$ cat config.mk
export PLATFORM = sky130hd
export DESIGN_NAME = ahb_sram_slave_if
export DESIGN_NICKNAME = d
export VERILOG_FILES = /design/src/rtl/ahb_sram_slave_if.sv
export SDC_FILE = /design/constraint.sdc
export NUM_CORES = 1
export LEC_CHECK = 0
export CELL_PAD_IN_SITES_DETAIL_PLACEMENT = 1
export CELL_PAD_IN_SITES_GLOBAL_PLACEMENT = 2
export CORE_UTILIZATION = 21
export DETAILED_ROUTE_END_ITERATION = 8
export GPL_TIMING_DRIVEN = 1
export PLACE_DENSITY_LB_ADDON = 0.05
export SETUP_SLACK_MARGIN = 0.1
export SLEW_MARGIN = 30
export SYNTH_ARGS = -nofsm -noshare
export SYNTH_HDL_FRONTEND = slang
export SYNTH_SLANG_ARGS = --single-unit
$ cat constraint.sdc
create_clock -name HCLK -period 1.86 [get_ports HCLK]
set_input_delay 0.372 -clock HCLK [delete_from_list [all_inputs] [get_ports HCLK]]
set_output_delay 0.372 -clock HCLK [all_outputs]
set_load 0.03 [all_outputs]
$ cat src/rtl/ahb_sram_slave_if.sv
// ahb_sram_slave_if: AHB-Lite slave front end issuing single-beat SRAM requests.
module ahb_sram_slave_if #(
  parameter int MEM_BYTES   = 2048,
  parameter int ACK_TIMEOUT = 16,
  parameter int AHB_DWIDTH  = 32
) (
  input  logic                  HCLK,
  input  logic                  HRESET,
  input  logic                  HSEL,
  input  logic [1:0]            HTRANS,
  input  logic [31:0]           HADDR,
  input  logic [2:0]            HSIZE,
  input  logic                  HWRITE,
  input  logic [AHB_DWIDTH-1:0] HWDATA,
  input  logic                  HREADYIN,
  output logic                  HREADYOUT,
  output logic                  HRESP,
  output logic [AHB_DWIDTH-1:0] HRDATA,
  output logic                  ahbsram_req,
  output logic                  ahbsram_write,
  output logic [AHB_DWIDTH-1:0] ahbsram_wdata,
  output logic [2:0]            ahbsram_size,
  output logic [19:0]           ahbsram_addr,
  input  logic                  sramahb_ack,
  input  logic [AHB_DWIDTH-1:0] sramahb_rdata,
  input  logic                  BUSY
);
  localparam logic [2:0] S_IDLE = 3'd0, S_REQ = 3'd1, S_WAIT = 3'd2, S_ERR1 = 3'd3, S_ERR2 = 3'd4;
  logic [2:0] state, nxt;
  logic [7:0] cnt;
  logic [AHB_DWIDTH-1:0] rdata_q;
  logic ack, open, cap, bad, tmo, unused_bits;
  assign unused_bits = ^{HADDR[31:20], HTRANS[0]};
  assign ack = state == S_WAIT & sramahb_ack;
  // only sample a new address phase while our own data phase is completing
  assign open = state == S_IDLE | state == S_ERR2 | ack;
  assign cap = open & HSEL & HREADYIN & HTRANS[1];
  assign bad = HSIZE > 3'd2 | (HSIZE == 3'd1 & HADDR[0]) | (HSIZE == 3'd2 & |HADDR[1:0])
             | HADDR[19:0] >= 20'(MEM_BYTES);
  assign tmo = cnt == 8'(ACK_TIMEOUT - 1);
  always_comb
    nxt = cap ? (bad ? S_ERR1 : S_REQ)
        : state == S_REQ ? (tmo ? S_ERR1 : BUSY ? S_REQ : S_WAIT)
        : state == S_WAIT ? (ack ? S_IDLE : tmo ? S_ERR1 : S_WAIT)
        : state == S_ERR1 ? S_ERR2 : S_IDLE;
  assign HREADYOUT = open;
  assign HRESP = state == S_ERR1 | state == S_ERR2;
  assign ahbsram_req = state == S_REQ & !BUSY & !tmo;
  assign ahbsram_wdata = HWDATA;
  assign HRDATA = ack ? sramahb_rdata : rdata_q;
  always_ff @(posedge HCLK)
    if (HRESET) begin
      state <= S_IDLE;
      cnt <= '0;
      rdata_q <= '0;
      ahbsram_addr <= '0;
      ahbsram_size <= '0;
      ahbsram_write <= 1'b0;
    end else begin
      state <= nxt;
      cnt <= (cap & !bad) ? '0 : (state == S_REQ | state == S_WAIT) ? cnt + 8'd1 : cnt;
      if (ack) rdata_q <= sramahb_rdata;
      if (cap) begin
        ahbsram_addr <= HADDR[19:0];
        ahbsram_size <= HSIZE;
        ahbsram_write <= HWRITE;
      end
    end
endmodule

# Yosys cells after proc, flatten, opt, wreduce, memory -nomap -nowiden
# Cells that the tools add are included.
# W data, S select, Z words.
[totals] elab_cells=48 ff_bits=67 inputBits=108 output_inout_bits=91
[classes] reduce_logical=6 n_eq_ne=7 bitwise=16 muxes=10 addsub=1 n_lt_le_gt_ge=2
[op_table] operator="$mux W32" n=1
[op_table] operator="$ge A20 B12 Y1 const B" n=1
[op_table] operator="$mux W3" n=4
[op_table] operator="$and A1 B1 Y1" n=9
[op_table] operator="$eq A3 B2 Y1 const B" n=3
[op_table] operator="$add A8 B1 Y8 const B" n=1
[op_table] operator="$eq A8 B4 Y1 const B" n=1
[op_table] operator="$mux W2" n=4
[op_table] operator="$or A1 B1 Y1" n=7
[op_table] operator="$eq A3 B1 Y1 const B" n=2
[op_table] operator="$reduce_or A2 Y1" n=2
[op_table] operator="$eq A3 B3 Y1 const B" n=1
[op_table] operator="$gt A3 B2 Y1 const B" n=1
[op_table] operator="$logic_not A1 Y1" n=3
[op_table] operator="$logic_not A3 Y1" n=1
[op_table] operator="$mux W1" n=1

# Longest topological paths before layout
[logic_depth] depth_word=8 mapped_depth=6 mapped_depth_nobuf=5

# Least setup slack after synthesis
# Ideal clock, no wire load.
[synth_path] path_type="register -> output" start="register cnt[0]" end="output ahbsram_req" t_required_ns=1.488 path_buffers=0 slack_ns=-0.181 path_stages_with_launch=4 t_arrival_ns=1.669 path_cell_list="dfxtp_1 > ha_1 > nand4b_1 > nor4b_1"
[synth_between] elab_chain_cells=3
[synth_lines] element="from (decl)" line_no="30" rtl="logic [7:0] cnt;"
[synth_lines] element="from (signal assigned)" line_no="61" rtl="cnt <= (cap & !bad) ? '0 : (state == S_REQ | state == S_WAIT) ? cnt + 8'd1 : cnt;"
[synth_lines] element="$eq A8 B4 Y1" line_no="40" rtl="assign tmo = cnt == 8'(ACK_TIMEOUT - 1);"
[synth_lines] element="$logic_not A1 Y1" line_no="48" rtl="assign ahbsram_req = state == S_REQ & !BUSY & !tmo;"
[synth_lines] element="$and A1 B1 Y1" line_no="48"
[synth_lines] element="to (decl)" line_no="19" rtl="output logic ahbsram_req,"
# No other way between the ends.

# Final worst setup path
[layout_path] start="register state[2]" end="output HRDATA[18]"
[layout_between] elab_chain_cells=3
[layout_lines] element="from (decl)" line_no="29" rtl="logic [2:0] state, nxt;"
[layout_lines] element="from (signal assigned)" line_no="60" rtl="state <= nxt;"
[layout_lines] element="$eq A3 B2 Y1" line_no="34" rtl="assign ack = state == S_WAIT & sramahb_ack;"
[layout_lines] element="$and A1 B1 Y1" line_no="34"
[layout_lines] element="$mux W32"
[layout_lines] element="to (decl)" line_no="18" rtl="output logic [AHB_DWIDTH-1:0] HRDATA,"
# No other way between the ends.

==> flow_results.xml <==
<?xml version="1.0" encoding="UTF-8"?>
<metrics>
  <group name="logic_synthesis">
    <metric name="post-synth-top-count-cell" unit="">dfxtp_1</metric>
    <metric name="synth_top_area_share" unit="%">41.5</metric>
    <metric name="ys_seq_elements" unit="">67</metric>
    <metric name="async_reset_ff_share" unit="%">0</metric>
    <metric name="ys_top_cells_by_count" unit="">67 x dfxtp_1, 35 x buf_4, 30 x and2b_1, 30 x mux2_4, 27 x nor2_1</metric>
    <metric name="yosysWarnings" unit="">0</metric>
    <metric name="synth_area_leaders" unit="">dfxtp_1 42%, mux2_4 14%, buf_4 8.1%</metric>
    <metric name="synth-edff-count" unit="">0</metric>
    <metric name="synth_cell_types" unit="">40</metric>
    <metric name="avgSynthCellArea" unit="um2">11.2</metric>
    <metric name="synth.largest_area_cell" unit="">dfxtp_1</metric>
    <metric name="netlist_area" unit="um2">3230</metric>
    <metric name="postSynth.topFlopCell" unit="">dfxtp_1</metric>
    <metric name="syn_nets" unit="">398</metric>
    <metric name="synth_sequential_area_ratio" unit="%">41.5</metric>
    <metric name="post_synth_inst_count" unit="">289</metric>
  </group>
  <group name="detailed_routing">
    <metric name="routed_via_density" unit="">4.03</metric>
    <metric name="route.detailed.drc" unit="">0</metric>
    <metric name="drtIter0Drc" unit="">56</metric>
    <metric name="drt_pre_antenna_iters" unit="">4</metric>
    <metric name="route.vias.total" unit="">2385</metric>
    <metric name="ant_nets" unit="">0</metric>
    <metric name="avgRoutedWirePerCell" unit="um">14.6</metric>
    <metric name="wl" unit="um">8640</metric>
  </group>
  <group name="hold_path">
    <metric name="holdCritPathClass" unit="">in -&gt; reg</metric>
    <metric name="hold_path_end" unit="">ahbsram_addr[3]</metric>
    <metric name="min_delay_path_depth" unit="">2</metric>
    <metric name="launch_point_of_the_worst_hold_path" unit="">HRESET</metric>
  </group>
  <group name="worst_setup_path">
    <metric name="endpoint_kind" unit="">output port</metric>
    <metric name="critical_path_cell_by_cell" unit="">nor4bb_4, buf_6, buf_12, buf_12, mux2_4, buf_6</metric>
    <metric name="crit_path_top_delay_cell" unit="">dfxtp_2</metric>
    <metric name="required_time_of_the_critical_path" unit="ns">1.49</metric>
    <metric name="setup.worst_path.class" unit="">reg -&gt; out</metric>
    <metric name="max_stage_delay" unit="ns">0.33</metric>
    <metric name="timing.reg2reg.worst_path_depth" unit="">7</metric>
    <metric name="worst-path-max-fanout" unit="">7</metric>
    <metric name="start_kind" unit="">flop</metric>
    <metric name="ff2ff_setup_slack" unit="ns">0.12</metric>
    <metric name="worst-endpoint-arrival" unit="ns">1.84</metric>
    <metric name="reg2reg_to" unit="">rdata_q[20]</metric>
    <metric name="worst_r2r_src" unit="">state[2]</metric>
  </group>
  <group name="placed_design">
    <metric name="weighted_congestion_at_the_end_of_routability_driven_global_placement" unit="">0.670</metric>
    <metric name="hpwlAfterDp" unit="um">5720</metric>
    <metric name="place_ws" unit="ns">-0.924</metric>
    <metric name="place.port_buffers" unit="">121</metric>
  </group>
  <group name="sta">
    <metric name="final-hold-violation-count" unit="">0</metric>
    <metric name="timing_worst_slew_pin_value" unit="ns">0.398</metric>
    <metric name="slack_of_the_critical_path" unit="ns">-0.356</metric>
    <metric name="fin_worst_skew" unit="ns">0.00477</metric>
    <metric name="tns" unit="ns">-10.69</metric>
    <metric name="finalCriticalPeriod" unit="ns">2.22</metric>
    <metric name="final_number_of_setup_violating_endpoints" unit="">33</metric>
    <metric name="unrepaired_setup_endpoints_after_global_routing" unit="">true</metric>
    <metric name="count_of_pins_over_their_slew_limit" unit="">0</metric>
    <metric name="share_of_the_cycle_needed_by_the_critical_path_after_routing" unit="%">119</metric>
    <metric name="max-slew-margin-rel" unit="%">73.3</metric>
    <metric name="fmaxAchievable" unit="MHz">451</metric>
  </group>
  <group name="die">
    <metric name="die_x" unit="um">126</metric>
    <metric name="floorplan.initialDensity" unit="%">21.9</metric>
    <metric name="placement_rows" unit="">44</metric>
    <metric name="design.die.area" unit="um2">15900</metric>
    <metric name="die_y" unit="um">126</metric>
    <metric name="io_pins" unit="">199</metric>
    <metric name="core_region_area" unit="um2">14800</metric>
  </group>
  <group name="layout">
    <metric name="area_delta_synth_final" unit="%">57.4</metric>
    <metric name="final.fill_count" unit="">1632</metric>
    <metric name="finish.net_count" unit="">513</metric>
    <metric name="final_util" unit="%">34.5</metric>
    <metric name="post_route_cells_drive_above_1_share" unit="%">33.6</metric>
    <metric name="diodes" unit="">0</metric>
  </group>
  <group name="job">
    <metric name="cap_violations" unit="">0</metric>
  </group>
  <group name="grt">
    <metric name="globalRoute.totalOverflow" unit="">0</metric>
    <metric name="grt_first_pass_wirelength" unit="um">13500</metric>
    <metric name="antenna_found_initial" unit="">0</metric>
    <metric name="maximum_number_of_pins_on_one_net_before_global_route_repair" unit="">40</metric>
    <metric name="grt.total_usage" unit="%">11.3</metric>
    <metric name="grt_pass1_vias" unit="">2588</metric>
  </group>
  <group name="clock_network">
    <metric name="numCtsBuffers" unit="">9</metric>
    <metric name="latest_clock_arrival_within_the_worst_skew_pair" unit="ns">0.33</metric>
    <metric name="clock_tree.root_cell" unit="">clkbuf_16</metric>
    <metric name="h_tree_depth" unit="">3</metric>
    <metric name="buffer_depth_of_the_longest_clock_path" unit="">2</metric>
    <metric name="clkSlewWorstSetupHoldPaths" unit="ns">0.05</metric>
    <metric name="tritoncts_clock_tree" unit="">done</metric>
    <metric name="cts_sinks" unit="">67</metric>
    <metric name="postCtsHoldBufs" unit="">0</metric>
  </group>
  <group name="power">
    <metric name="power-per-cell-area" unit="nW/um2">709</metric>
    <metric name="ir_worst_vdd" unit="mV">0.397</metric>
    <metric name="cellLeakagePower" unit="nW">2.28</metric>
  </group>
  <group name="status">
    <metric name="failed_checks" unit="">negative setup slack</metric>
    <metric name="run_status" unit="">finished with violations</metric>
  </group>
</metrics>
==> worst max-delay path by stage <==
stage,start,end,slack (ns),cells past startpoint
2_1_floorplan,state[2],HRESP,0.13,3
3_3_place_gp,sramahb_ack,HRDATA[31],-0.91,5
3_5_place_dp,sramahb_ack,HRDATA[31],-0.92,5
4_1_cts,state[0],HRDATA[20],-0.38,6
5_1_grt,state[2],HRDATA[13],-0.42,6
6_report,state[2],HRDATA[18],-0.36,6
==> per-layer routing <==
layer	vias to the layer above	wire, um	global-route usage (%)
met3	10	849	6.29
met5	-	0	0
met2	92	4120	18.3
met1	1117	3550	12.2
met4	0	121	4.54
li1	1166	-	-
==> stage by stage <==
step | instance area [um2] | hold WS, ns | power (W) | instances
CTS | 4980 | 0.374 | 0.00370 | 588
detailed placement | 4400 | 0.487 | 0.00205 | 559
floorplan | 3240 | 0.490 | 0.00192 | 289
finish | 5090 | 0.379 | 0.00361 | 592
global placement | 4400 | 0.471 | 0.00205 | 559
global route | 5090 | 0.384 | 0.00378 | 592
==> sequential cells by signal, indices dropped and copies added, names as in the netlist <==
name	count
ahbsram_addr	20
ahbsram_size	3
ahbsram_write	1
cnt	8
rdata_q	32
state	3
==> worst max-delay path, delay by kind of cell (launching register included) <==
kind / cells / cell delay (ns)
buffers and inverters: 4 / 0.57
multiplexers: 1 / 0.31
flip-flops: 1 / 0.33
AND/OR/NAND/NOR: 1 / 0.30
==> power by group <==
part | leakage [nW] | switching [W] | internal, W | total, W
registers | 0.546 | 0.0000180 | 0.00147 | 0.00149
clock network | 0.132 | 0.000615 | 0.000924 | 0.00154
logic | 1.61 | 0.000245 | 0.000335 | 0.000580
==> cells by family (layout without fill, tap and decap cells) <==
kind of cell,Yosys count,count (layout),synth area share [%]
AND/OR/NAND/NOR,92,92,17.4
XOR/XNOR,8,8,2.40
flip-flops,67,67,41.5
AO/OA/AOI/OAI,14,14,3.25
adder cells (fa/ha/maj),1,1,0.387
buffers and inverters,51,170,13.0
multiplexers,56,56,22.1
==> cell usage in the layout, fill, tap and decap left out, types with 2 or more instances in the layout <==
| master | n |
|---|---|
| and2b_1 | 30 |
| dfxtp_1 | 61 |
| nor2b_1 | 2 |
| dfxtp_2 | 5 |
| dlymetal6s2s_1 | 13 |
| nor3_1 | 2 |
| nand3b_1 | 3 |
| mux2i_1 | 24 |
| nor4_1 | 2 |
| nor2_1 | 27 |
| buf_16 | 3 |
| nor4b_2 | 2 |
| clkbuf_16 | 10 |
| a21oi_1 | 2 |
| clkinv_2 | 3 |
| clkdlybuf4s50_1 | 69 |
| clkbuf_1 | 2 |
| a21oi_2 | 2 |
| mux2_4 | 32 |
| nand3_1 | 2 |
| a211o_1 | 2 |
| buf_4 | 18 |
| buf_6 | 37 |
| dlygate4sd2_1 | 3 |
| o21ai_0 | 4 |
| nor2_2 | 7 |
| xnor2_1 | 6 |
| buf_12 | 8 |
| nand2b_1 | 4 |
| nand2_1 | 2 |
==> repair_timing <==
action                                  4_1_cts  5_1_grt
resized for setup                           159       22
cloned                                        4        1
setup buffers                                10        4
pin swaps                                     2        4
endpoints found under the setup margin       45       74
==> final cells by class <==
type	instances	area (um2)	area share, %
tap	184	230	4.53
clock buffer	12	246	4.85
timing repair buffer	153	1700	33.5
multi-input combinational	171	1530	30.1
inverter	2	7.51	0.148
sequential	67	1350	26.6
clock inverter	3	15.0	0.295
Note: power is estimated with default switching activity, not from simulation.
==> patch 1: new RTL, same settings <==
The parameter `AHB_DWIDTH` goes from 32 to 48.
--- a/src/rtl/ahb_sram_slave_if.sv
+++ b/src/rtl/ahb_sram_slave_if.sv
@@ -4,3 +4,3 @@
   parameter int ACK_TIMEOUT = 16,
-  parameter int AHB_DWIDTH  = 32
+  parameter int AHB_DWIDTH  = 48
 ) (
Ports: changed (resized HRDATA, HWDATA, ahbsram_wdata and sramahb_rdata); port bits go from 199 to 263. The function was not compared with the original's and may differ.
==> patch 1 against the unedited design <==
The run ends with DRC, setup timing left. Global-route usage rose by 1.0 points. Synthesized area is 21% higher. Wire length up 33%. Critical endpoint is now HRDATA[2]. Largest power group unchanged. Sequential cell count grew 16. Largest cell class unchanged. Count of clock-buffer cells in the layout stayed put. Cell area up 23%. Highest routed layer unchanged. Synthesized cell count rose by 22%. Total power up 27%. Worst setup slack lost 0.089 ns.
==> patch 1: results (changes against the unedited design) <==
Global routing
  • First-pass GRT wire length: 17.9 mm (was 13.5 mm)
  • Vias in the first global route: 3119 (was 2588)
  • Gr usage total: 12.3% (was 11.3%)
  • Largest net degree at the start of global routing: 36 (was 40)

Min path
  • WHS Path Cells: 2 (unchanged)
  • HP Class: flip-flop to flip-flop (was input port to flip-flop)
  • HP Start: ahbsram_size[0] (was HRESET)
  • Worst Hold End: ahbsram_size[0] (was ahbsram_addr[3])

STA
  • Slew @ Worst Pin: 0.427 ns (was 0.398 ns)
  • # setup viols final: 48 (was 33)
  • Final worst slack: -0.444 ns (was -0.356 ns)
  • TNS Setup: -16.56 ns (was -10.69 ns)
  • Skew final: 0.00806 ns (was 0.00477 ns)
  • Hold_ws: 0.486 ns (was 0.379 ns)

Placement
  • Placed cell areas: 0.00536 sq mm (was 0.00440 sq mm)
  • Number of I/O port buffers: 153 (was 121)
  • Cells after DPL: 691 (was 559)
  • Dpl hpwl: 7.80 mm (was 5.72 mm)
  • RePlAce Congestion: 0.653 (was 0.670)

Detailed routing
  • DRC Markers: 18 (was 0)
  • Total number of vias: 2878 (was 2385)
  • Via/cell ratio: 3.94 (was 4.03)
  • DRT Pass-1 Iters: 8 (was 4)
  • Final wirelength: 11.5 mm (was 8.64 mm)
  • First DRT Iteration DRCs: 76 (was 56)

Critical path
  • Crit path arrival time: 1.93 ns (was 1.84 ns)
  • Reg-to-Reg Start: state[0] (was state[2])
  • Reg2Reg Setup Slack: 0.05 ns (was 0.12 ns)
  • RR Endpoint: rdata_q[38] (was rdata_q[20])
  • Crit-path max FO: 7 (unchanged)
  • Reg2Reg Depth: 8 (was 7)

Final layout
  • Final #Nets: 637 (was 513)
  • Proportion of layout cells with a drive suffix above 1: 36.3% (was 33.6%)
  • Largest regs: rdata_q x48, ahbsram_addr x20, cnt x8 (was rdata_q x32, ahbsram_addr x20, cnt x8)
  • Fillers: 1986 (was 1632)

Synth
  • Ys async rst share: 0% (unchanged)
  • Syn_area_per_cell: 11.1 sq um (was 11.2 sq um)
  • Syn Nets: 495 (was 398)
  • Synth top cells by count: dfxtp_1, buf_4, nor2_1 (was dfxtp_1, buf_4, and2b_1, mux2_4, nor2_1)
  • Synth area leaders: dfxtp_1, buf_4, mux2_2 (was dfxtp_1, mux2_4, buf_4)
  • Syn. warnings: 0 (unchanged)

CTS
  • CTS H-Tree Depth: 3 (unchanged)
  • Clk_lat worst skew: 0.34 ns

Run status
  • Status: finished with violations (unchanged)
  • Failing checks: DRC, setup timing (was setup timing)

Power
  • Leak pwr: 2.64 nW (was 2.28 nW)
  • VDD IR-drop max: 0.000412 V (was 0.000397 V)

Die
  • Core ar.: 0.0181 sq mm (was 0.0148 sq mm)
[patch 1: worst max-delay path, cell delays in order, from the launching register on]
cell and delay, ns:
dfxtp_2 0.33, and4bb_4 0.34, buf_12 0.12, buf_16 0.13, buf_12 0.13, buf_6 0.09
mux2_4 0.30, buf_6 0.14
[patch 1: worst max-delay path by stage]
stage	start	to	slack, ns
2_1_floorplan	state[0]	HRDATA[28]	0.13
6_report	state[0]	HRDATA[2]	-0.44
3_3_place_gp	sramahb_ack	HRDATA[0]	-0.86
3_5_place_dp	sramahb_ack	HRDATA[6]	-0.86
5_1_grt	state[2]	HRDATA[2]	-0.51
4_1_cts	state[0]	HRDATA[2]	-0.47
[patch 1: logic make-up after synthesis]
group,Yosys count,share of synthesized area (%)
simple gates,108,17.3
compound gates,13,2.33
mux,72,21.8
fa+ha+maj,1,0.319
flops,83,42.4
xor+xnor,8,1.79
buf+inv,69,14.0
[patch 1: where the power goes]
group / total (mW) / switching, mW / internal (mW)
Clock: 2.00 / 0.748 / 1.25
Sequential: 1.84 / 0.0192 / 1.82
Combinational: 0.756 / 0.326 / 0.430
[patch 1: layout make-up]
class,count,share of cell area [%]
clock buffer,12,4.10
clock inverter,4,1.16
tap,229,4.58
timing repair buffer,199,34.2
sequential,83,26.6
multi-input combinational,202,29.3
inverter,1,0.0600
[patch 1: routing by layer]
metal	track usage, %	wire length [um]	vias to the layer above
li1	-	-	1415
met1	14.7	4990	1344
met2	19.3	5260	99
met3	5.04	1080	20
met4	5.97	201	0
met5	0	0	-
[patch 1: timing repair]
item                       4_1_cts  5_1_grt
cloned                           4        0
pin swaps                        1        3
setup endpoints to repair       82       57
setup buffers                   15        6
resized for setup              273       17
==> patch 2: new RTL, config.mk and constraints unchanged <==
Made on the original files. Make the reset (`HRESET`) asynchronous in one clocked block.
--- a/src/rtl/ahb_sram_slave_if.sv
+++ b/src/rtl/ahb_sram_slave_if.sv
@@ -50,3 +50,3 @@
   assign HRDATA = ack ? sramahb_rdata : rdata_q;
-  always_ff @(posedge HCLK)
+  always_ff @(posedge HCLK or posedge HRESET)
     if (HRESET) begin
Function: differs if HRESET is asserted again (counterexample within 4 cycles, from zero or initial values and one cycle with HRESET high); with HRESET held inactive, the same outputs for 10 cycles.
==> patch 2 against the unedited design <==
The flow still finishes with violations (setup timing). Wire length grew 2.7%. Fmax shrank 3.0%. Critical path depth is the same. Non-clock buffer count grew 15. Worst setup slack lost 0.068 ns. Sequential cell count is the same. Hold slack lost 0.038 ns. Synthesized area shrank 6.5%. Cell area grew 3.2%. Global-route usage grew 1.4 points. First-iteration DRC count shrank 30%.
Power is not compared: it rests on default switching activity, and its combinational part moved more than twofold at a synthesized area within 25%.
==> patch 2: results (changes against the unedited design) <==
Min path
  • HP Start: HADDR[14] (was HRESET)
  • WHS Path Cells: 2 (unchanged)
  • HP Class: input port to flip-flop (unchanged)

Synth
  • Synth unique cells: 34 (was 40)
  • Synth top cells by count: dfrtp_1, mux2_2, buf_4 (was dfxtp_1, buf_4, and2b_1, mux2_4, nor2_1)
  • Post-synthesis sequential area ratio: 55.5% (was 41.5%)
  • Syn Nets: 335 (was 398)
  • Ys async rst share: 100% (was 0%)
  • Syn. warnings: 0 (unchanged)
  • Synth area leaders: dfrtp_1, mux2_2, buf_4 (was dfxtp_1, mux2_4, buf_4)

CTS
  • CTS H-Tree Depth: 3 (unchanged)
  • Clk root buf: clkbuf_16 (unchanged)
  • Clock-pin slew on the worst setup and hold paths: 0.06 ns
  • Clk_lat worst skew: 0.33 ns (about the same)
  • TritonCTS buffer count: 9 (unchanged)

Critical path
  • Reg2Reg Depth: 6 (was 7)
  • Reg-to-Reg Start: state[2] (unchanged)
  • RR Endpoint: rdata_q[9] (was rdata_q[20])
  • Slowest CP cell: and4bb_4 (was dfxtp_2)
  • Top cell family by delay on the critical path: buffers and inverters (unchanged)
  • CP peak stage delay: 0.40 ns (was 0.33 ns)
  • Reg2Reg Setup Slack: roughly 0.13 ns
  • Worst setup endpoint: HRDATA[22] (was HRDATA[18])
  • Crit-path max FO: 5 (was 7)

Placement
  • Placed cell areas: 0.00433 sq mm (was 0.00440 sq mm)
  • Dpl hpwl: 5.86 mm (was 5.72 mm)
  • Dpl ws: -0.773 ns (was -0.924 ns)
  • RePlAce Congestion: 0.657 (was 0.670)

Global routing
  • Vias in the first global route: 2492 (was 2588)
  • Largest net degree at the start of global routing: 40 (unchanged)
  • Gr usage total: 12.7% (was 11.3%)
  • First-pass GRT wire length: 13.7 mm (was 13.5 mm)
  • Initial antenna violation count: 0 (unchanged)

STA
  • Skew final: 0.00733 ns (was 0.00477 ns)
  • # setup viols final: 32 (was 33)
  • Slew @ Worst Pin: 0.406 ns (was 0.398 ns)
  • Final worst slack: -0.423 ns (was -0.356 ns)

Final layout
  • Proportion of layout cells with a drive suffix above 1: 44.7% (was 33.6%)
  • Largest regs: rdata_q x32, ahbsram_addr x20, cnt x8 (unchanged)
  • Fillers: 1465 (was 1632)
  • ANT cells: 0 (unchanged)
  • Final #Nets: 473 (was 513)

Detailed routing
  • Final wirelength: 8.87 mm (was 8.64 mm)
  • DRT Pass-1 Iters: 4 (unchanged)
  • First DRT Iteration DRCs: 39 (was 56)
  • Total number of vias: 2234 (was 2385)

Run status
  • Status: finished with violations (unchanged)
  • Failing checks: setup timing (unchanged)

Power
  • Leak pwr: 2.36 nW
-- patch 2: changes by cell type after synthesis, moves of 4 or more --
cell,unedited run,this run
mux2i_1,24,0
mux2_4,30,0
dfxtp_1,67,0
clkbuf_1,7,1
dfrtp_1,0,67
nand2b_1,5,1
nor2_2,7,0
buf_12,5,0
nor2_1,27,14
and2b_1,30,0
mux2_2,2,55
-- patch 2: kinds of logic after synthesis --
family	count (synthesis)	synth area share, %
and+or+nand+nor	39	7.54
adders and majority gates	1	0.414
AOI/OAI and AO/OA	11	2.48
muxes	56	20.9
DFF	67	55.5
buffers and inverters	44	10.9
xor gates and xnor gates	8	2.32
-- patch 2: worst min-delay path by stage --
stage / to / slack (ns)
2_1_floorplan: cnt[7] / 0.51
3_3_place_gp: rdata_q[2] / 0.48
3_5_place_dp: rdata_q[7] / 0.48
4_1_cts: rdata_q[0] / 0.37
5_1_grt: ahbsram_addr[14] / 0.34
6_report: ahbsram_addr[14] / 0.34
-- patch 2: what timing repair did --
| item | in CTS | in global routing |
|---|---|---|
| gates cloned | 4 | 2 |
| gates resized for setup | 170 | 34 |
| pin swaps | 0 | 8 |
| endpoints found under the setup margin | 53 | 65 |
| buffers inserted | 17 | 9 |
| hold buffers | 0 | 0 |
-- patch 2: stage by stage --
stage	hold slack (ns)	power [mW]	setup TNS [ns]	cells	util [%]
5_1_grt	0.343	8.61	-13.16	547	37.7
3_5_place_dp	0.483	5.72	-30.37	505	31.1
2_1_floorplan	0.506	4.44	0	226	-
3_3_place_gp	0.480	5.70	-30.91	505	31.1
6_report	0.341	8.14	-10.70	547	37.7
4_1_cts	0.369	8.19	-12.64	540	36.8
-- patch 2: per-layer routing --
layer	vias to the layer above	track usage (%)	wire [um]
met2	82	18.6	4220
met4	0	6.56	170
met5	-	0	0
met1	1116	15.6	3700
li1	1023	-	-
met3	13	5.48	777
-- patch 2: power breakdown --
group,switching [mW],internal (mW),total [mW]
sequential,0.241,2.05,2.29
clock,0.598,1.16,1.75
combinational,1.99,2.11,4.09
total,2.82,5.31,8.14
-- patch 2: layout make-up --
cell class / count / share of cell area, %
sequential: 67 / 31.9
multi-input combinational: 116 / 23.2
timing repair buffer: 168 / 34.7
clock buffer: 11 / 4.43
tap: 180 / 4.29
clock inverter: 3 / 1.24
inverter: 2 / 0.214
